**config.mk**
```make
export PLATFORM = sky130hd
export DESIGN_NAME = mult_accum
export DESIGN_NICKNAME = d
export VERILOG_FILES = /design/src/rtl/mult_accum.sv
export SDC_FILE = /design/constraint.sdc
export NUM_CORES = 1
export LEC_CHECK = 0
export ABC_AREA = 1
export CELL_PAD_IN_SITES_DETAIL_PLACEMENT = 0
export CELL_PAD_IN_SITES_GLOBAL_PLACEMENT = 1
export CORE_MARGIN = 8
export CORE_UTILIZATION = 37
export CTS_BUF_LIST = sky130_fd_sc_hd__clkbuf_4
export CTS_CLUSTER_DIAMETER = 80
export DETAILED_ROUTE_END_ITERATION = 12
export PLACE_DENSITY = 0.94
export SLEW_MARGIN = 20
export SYNTH_ARGS = -nofsm -noshare
export SYNTH_HDL_FRONTEND = slang
export SYNTH_SLANG_ARGS = --single-unit
```
**constraint.sdc**
```tcl
create_clock -name clk -period 2.6 [get_ports clk]
set_clock_uncertainty 0.15 [all_clocks]
set_input_delay 0.52 -clock clk [delete_from_list [all_inputs] [get_ports clk]]
set_output_delay 0.52 -clock clk [all_outputs]
set_load 0.02 [all_outputs]
```
**src/rtl/mult_accum.sv**
```systemverilog
// Batch multiply-accumulate: sums COUNT unsigned products from `mult` and presents
// the wrapped sum plus a sticky overflow flag on a valid/ready output handshake.
module mult_accum #(
  parameter int unsigned PROD_W = 64,
  parameter int unsigned ACC_W  = 72,
  parameter int unsigned COUNT  = 4,
  parameter int unsigned CNT_W  = 8
) (
  input  logic              clk,
  input  logic              rst_n,
  input  logic              clear,
  input  logic              in_valid,
  output logic              in_ready,
  input  logic [PROD_W-1:0] s,
  output logic              out_valid,
  input  logic              out_ready,
  output logic [ACC_W-1:0]  acc_out,
  output logic              overflow,
  output logic [CNT_W-1:0]  batch_cnt
);

  if (ACC_W < PROD_W) begin : g_bad_acc_w
    $error("mult_accum: ACC_W must be >= PROD_W");
  end
  if (COUNT < 1 || (64'd1 << CNT_W) <= 64'(COUNT)) begin : g_bad_count
    $error("mult_accum: COUNT must be >= 1 and fit in CNT_W bits");
  end

  typedef enum logic [0:0] {StAccum, StHold} state_e;

  state_e             state_q;
  logic [ACC_W-1:0]   acc_q;
  logic [CNT_W-1:0]   cnt_q;
  logic               ov_q;
  logic               out_valid_q;
  logic               accept;
  logic               last;
  logic [ACC_W:0]     sum;

  // in_ready depends only on state and reset, never on in_valid.
  assign in_ready = rst_n && (state_q == StAccum);
  assign accept   = in_valid && in_ready;
  assign last     = (cnt_q == CNT_W'(COUNT - 1));
  // One extra bit captures the carry that sets the sticky overflow.
  assign sum      = {1'b0, acc_q} + {{(ACC_W + 1 - PROD_W){1'b0}}, s};

  always_ff @(posedge clk) begin
    if (!rst_n || clear) begin
      state_q     <= StAccum;
      acc_q       <= '0;
      cnt_q       <= '0;
      ov_q        <= 1'b0;
      out_valid_q <= 1'b0;
    end else begin
      case (state_q)
        StAccum: begin
          if (accept) begin
            acc_q <= sum[ACC_W-1:0];
            cnt_q <= cnt_q + 1'b1;
            if (sum[ACC_W]) ov_q <= 1'b1;
            if (last) begin
              state_q     <= StHold;
              out_valid_q <= 1'b1;
            end
          end
        end
        StHold: begin
          if (out_ready) begin
            state_q     <= StAccum;
            acc_q       <= '0;
            cnt_q       <= '0;
            ov_q        <= 1'b0;
            out_valid_q <= 1'b0;
          end
        end
        default: begin
          state_q     <= StAccum;
          out_valid_q <= 1'b0;
        end
      endcase
    end
  end

  assign out_valid = out_valid_q;
  assign acc_out   = acc_q;
  assign overflow  = ov_q;
  assign batch_cnt = cnt_q;

endmodule

```
# [Word-level counts from Yosys, hierarchy flattened]
# Index checks and enable logic that the tools add are counted.
[word_totals] rom_bits=0 word_cells=37 latch_bits=0 n_memories=0 output_inout_bits=83 regBits=83 ram_bits=0
[op_classes] muxes=17 bitwise_logic=1 order_cmp=0 n_eq_ne=5 add_sub_neg=2 n_shift=0 n_reduce_logical=7 div_mod_pow=0 n_mul=0
[op_table] op="2-to-1 mux 72 bit" count=2
[op_table] op="one-hot mux 72 bit (2 select lines)" count=1
[op_table] op="adder 72 x 64 -> 73 bit" count=1
[op_table] op="2-to-1 mux 8 bit" count=2
[op_table] op="one-hot mux 8 bit (2 select lines)" count=1
[op_table] op="adder 8 x 1 -> 8 bit, second input constant" count=1
[op_table] op="equality test 8 x 2 -> 1 bit, second input constant" count=1
[op_table] op="2-to-1 mux 1 bit" count=8
[op_table] op="!= test 2 bit, second input constant" count=4
[op_table] op="one-hot mux 1 bit (2 select lines)" count=3
[op_table] op="AND reduction 3 bit" count=2
[op_table] op="logical AND 1 bit" count=2
[op_table] op="AND reduction 2 bit" count=1
[op_table] op="logical NOT 1 bit" count=1
[op_table] op="logical OR 1 bit" count=1
[op_table] op="inverter 1 bit" count=1

# [Logic depth before layout (Yosys ltp)]
[depth] depth_word=5 ltp_mapped=17

# [Worst setup path before layout]
# OpenSTA, ideal clock, no wires.
[synth_path] path_kind="input port to flip-flop" start="input s[0]" end="register acc_q[66], in the netlist acc_out[66]" cell_stages=16 t_required_ns=2.335 t_arrival_ns=2.024 path_slack_ns=0.311 path_buffers=0 cell_sequence="ha_1 -> fa_1 -> nand2_1 -> nand2_1 -> nand3b_1 -> nand2_2 -> nand2_1 -> nand2_2 -> nand2_1 -> nand2_1 -> nand2_1 -> nand2_1 -> nand2_1 -> nand3_1 -> nand2_1 -> nor2_1"
[synth_via] elab_chain_cells=3
[synth_lines] item="from (decl)" line_no="14" rtl="input logic [PROD_W-1:0] s,"
[synth_lines] item="adder 72 x 64 -> 73 bit" line_no="45" rtl="assign sum = {1'b0, acc_q} + {{(ACC_W + 1 - PROD_W){1'b0}}, s};"
[synth_lines] item="2-to-1 mux 72 bit" line_no="57" rtl="if (accept) begin"
[synth_lines] item="one-hot mux 72 bit (2 select lines)" line_no="55" rtl="case (state_q)"
[synth_lines] item="to (signal assigned)" line_no="58" rtl="acc_q <= sum[ACC_W-1:0];"
[synth_lines] item="to (decl)" line_no="32" rtl="logic [ACC_W-1:0] acc_q;"
# Every way passes these cells. The select of a mux whose other input is x is not followed.
# A chain may end at the register's enable or synchronous reset.

# [Worst setup path in the final report]
[layout_path] start="input s[0]" end="register acc_q[54], in the netlist acc_out[54]"
# The elaborated chain is that of the path after synthesis.

==> results by group <==
Synth
  • Number of enable flip-flop cells after synthesis: 0
  • Synth async-reset ratio: 0%
  • Post-Synth Adder-Cell Area: 9.07%
  • Syn Inst Count: 1,738
  • FF+latch count, synth: 83
  • Post-synthesis mux area share: 0%
  • Syn Nets: 1,873
  • Synth warn: 0
  • Cell variety after synth: 37
  • Share of the yosys chip area belonging to registers: 18.1%
  • Compound-Gate Fraction of Synth Area: 11.4%
  • XOR/XNOR Fraction of Synth Area: 0%
  • Simple logic cell fraction of the synthesized area: 46.1%
  • Mapped cell area: 0.00919 mm2
  • Main combinational cell family by area after synthesis: simple AND/OR/NAND/NOR gates
  • Synth Flop Type: dfxtp_1
  • Mean Syn Cell Area: 5.28 um2

Detailed routing
  • Routed vias/inst: 4.83
  • Drt wl/cell: 15.5 um
  • First drt pass iteration count: 5
  • Drt total wl: 37.7 mm
  • Residual DRC: 0
  • Vias: 11.7k
  • Drt first-iter violations: 871
  • Remaining antenna violation count: 0

Global routing
  • Total grt overflow: 0
  • Initial antenna violation count: 2
  • First-pass GRT wire length: 59.6 mm
  • Vias in the first global route: 11.3k
  • Overall routing resource usage: 24.5%
  • Largest net degree at the start of global routing: 36

Power
  • Peak supply drop: 178 uV
  • Tot Pwr: 3.36 mW
  • PD cells: 257 mW/mm2
  • P_leak: 6.98 nW

Floorplan
  • Initial core utilization: 37.8%
  • # IOs: 152
  • Die height: 174 um
  • FP Rows: 57
  • Die area: 0.0301 mm2
  • Core area: 0.0243 mm2
  • Die X: 174 um

Clocking
  • Htree depth: 3
  • Hold-fix buffers, CTS: 0
  • Total CTS buffers: 9
  • TritonCTS clock tree: done
  • CTS Root Cell: clkbuf_4
  • Bufs on Longest Clock Path: 2
  • Worst skew pair latency: 0.49 ns
  • CTS sink cnt: 83
  • Clock-pin transition on the worst setup and hold timing paths: 0.14 ns

Worst setup path
  • Slowest Stage Delay on Critical Path: 0.40 ns
  • CP Capture Type: flop
  • Worst path arrival time: 2.84 ns
  • Required time worst endpoint: 2.88 ns
  • Crit path max fanout: 4
  • Crit path max-delay cell type: clkdlybuf4s50_1
  • Crit-path cells: clkdlybuf4s50_1, ha_1, fa_2, nand2_1, nand2_2, nand3b_1, nand2_2, nand3_1, nand3b_1, nand2_2, nand2_1, nand2_1, nand3_2, a21oi_2
  • Setup crit start kind: primary input
  • Crit path kind: primary input to flop

Timing
  • Final period util: 98.5%
  • Slew Limit Fails: 0
  • Fin crit period: 2.56 ns
  • Fmax: 391 MHz
  • Worst slew margin: 57.2%
  • Hold Slack: 0.313 ns
  • Worst Tran Pin Value: 0.641 ns
  • Final hold vios: 0
  • Count of final setup violators: 0

Final layout
  • Syn-to-layout area delta: 41.9%
  • Final core utilization: 53.6%
  • Share of layout cells above drive strength 1: 16.1%
  • Fillers: 2,540
  • Fin nets: 2,234

Placed design
  • Port bufs: 151
  • Placer Congestion: 1.04
  • Hpwl dp: 31.2 mm

Job
  • Max-cap viol count: 0

Min path
  • Hold Path Class: flop to flop

Status
  • Status: completed
==> layout by cell type, fill, tap and decap left out, drive strengths merged <==
master / instances
o22ai: 2
ha: 65
nand3: 82
diode: 1
or2: 4
inv: 343
o21bai: 3
a21o: 1
and2: 4
nor3: 25
buf: 222
nor2: 135
nand2: 732
bufinv: 1
nand3b: 22
o211a: 1
dfxtp: 83
fa: 1
o211ai: 2
nor4: 4
and3: 2
clkbuf: 12
o21ai: 45
clkdlybuf4s50: 151
nand4: 5
clkinv: 5
a21oi: 150
o21a: 1
==> cells in the mapped netlist, types with 2 or more instances <==
| cell type | number | share of area, % |
|---|---|---|
| o22ai_1 | 2 | 0.14 |
| clkbuf_1 | 10 | 0.41 |
| nand2_2 | 20 | 1.4 |
| o211ai_1 | 2 | 0.16 |
| buf_4 | 3 | 0.25 |
| nand3_1 | 80 | 4.4 |
| dfxtp_1 | 83 | 18 |
| nand3b_2 | 2 | 0.25 |
| nor4_1 | 4 | 0.27 |
| nor2_2 | 14 | 0.95 |
| nand3_2 | 2 | 0.22 |
| nor3_1 | 18 | 0.98 |
| o21bai_1 | 3 | 0.25 |
| buf_1 | 2 | 0.082 |
| nor3_4 | 2 | 0.35 |
| buf_2 | 8 | 0.44 |
| and2_1 | 3 | 0.20 |
| nand4_1 | 5 | 0.34 |
| clkinv_1 | 3 | 0.12 |
| nor3_2 | 5 | 0.54 |
| a21oi_1 | 150 | 8.2 |
| o21ai_0 | 45 | 2.5 |
| ha_1 | 65 | 8.9 |
| nor2_1 | 120 | 4.9 |
| or2_2 | 3 | 0.20 |
| and3_1 | 2 | 0.14 |
| inv_1 | 337 | 14 |
| inv_2 | 6 | 0.25 |
| nand2_1 | 712 | 29 |
| nand3b_1 | 20 | 1.6 |
==> power by group <==
part           total (mW)  switching, mW  internal (mW)  leakage, nW
clock network       0.859          0.540          0.319       0.0772
registers            1.32         0.0237           1.30        0.672
logic                1.17          0.648          0.526         6.23
total                3.36           1.21           2.14         6.98
==> flip-flops by register name (all words and copies together) (netlist names) <==
| name | count |
|---|---|
| state_q | 1 |
| out_valid | 1 |
| acc_out | 72 |
| batch_cnt | 8 |
| overflow | 1 |
==> worst max-delay path: cells and delay by family <==
family,cells,cell delay [ns]
and+or+nand+nor,10,1.18
adders and majority gates,2,0.60
buffers and inverters,1,0.40
AOI/OAI and AO/OA,1,0.14
==> stage by stage <==
| stage | setup TNS, ns | cells | setup WS [ns] | cell area [um2] |
|---|---|---|---|---|
| after global placement | -18.89 | 2411 | -0.574 | 12700 |
| final | 0 | 2428 | 0.0403 | 13000 |
| after global routing | -0.117 | 2428 | -0.0749 | 13000 |
| after CTS | 0 | 2427 | 0.0341 | 12800 |
| after floorplan | 0 | 1738 | 0.311 | 9190 |
| after detailed placement | -20.68 | 2411 | -0.603 | 12700 |
==> path summary, 6_finish.rpt <==
kind                            startpoint     endpoint  slack (ns)  cells after the start
worst max-delay path                  s[0]  acc_out[54]        0.04                     14
worst min-delay path              overflow     overflow        0.31                      2
worst min register to register    overflow     overflow        0.31                      2
worst max register to register  acc_out[0]  acc_out[54]        0.14                     13
==> metal layers <==
layer | GRT usage [%] | routed length, um
met5 | 0 | 0
met4 | 8.05 | 1110
met3 | 4.14 | 2510
met2 | 38.7 | 16400
met1 | 33.3 | 17700
==> cells by family after synthesis <==
| family | count (synthesis) |
|---|---|
| and+or+nand+nor | 1015 |
| DFF | 83 |
| buffers and inverters | 369 |
| AOI/OAI and AO/OA | 205 |
| adders and majority gates | 66 |
==> what timing repair did <==
item / CTS / global route
setup buffers: 1 / 0
pin swaps: 1 / 4
resized for setup: 2 / 48
setup endpoints to repair: 7 / 23
==> layout make-up <==
type / count / area, um2 / share of cell area (%)
multi-input combinational: 1286 / 6310 / 48.5
timing repair buffer: 373 / 3220 / 24.7
sequential: 83 / 1660 / 12.7
inverter: 346 / 1300 / 9.97
tap: 324 / 405 / 3.11
clock buffer: 12 / 90.1 / 0.691
clock inverter: 3 / 40.0 / 0.307
antenna: 1 / 2.50 / 0.0192
Power figures use the tool's default switching activity.
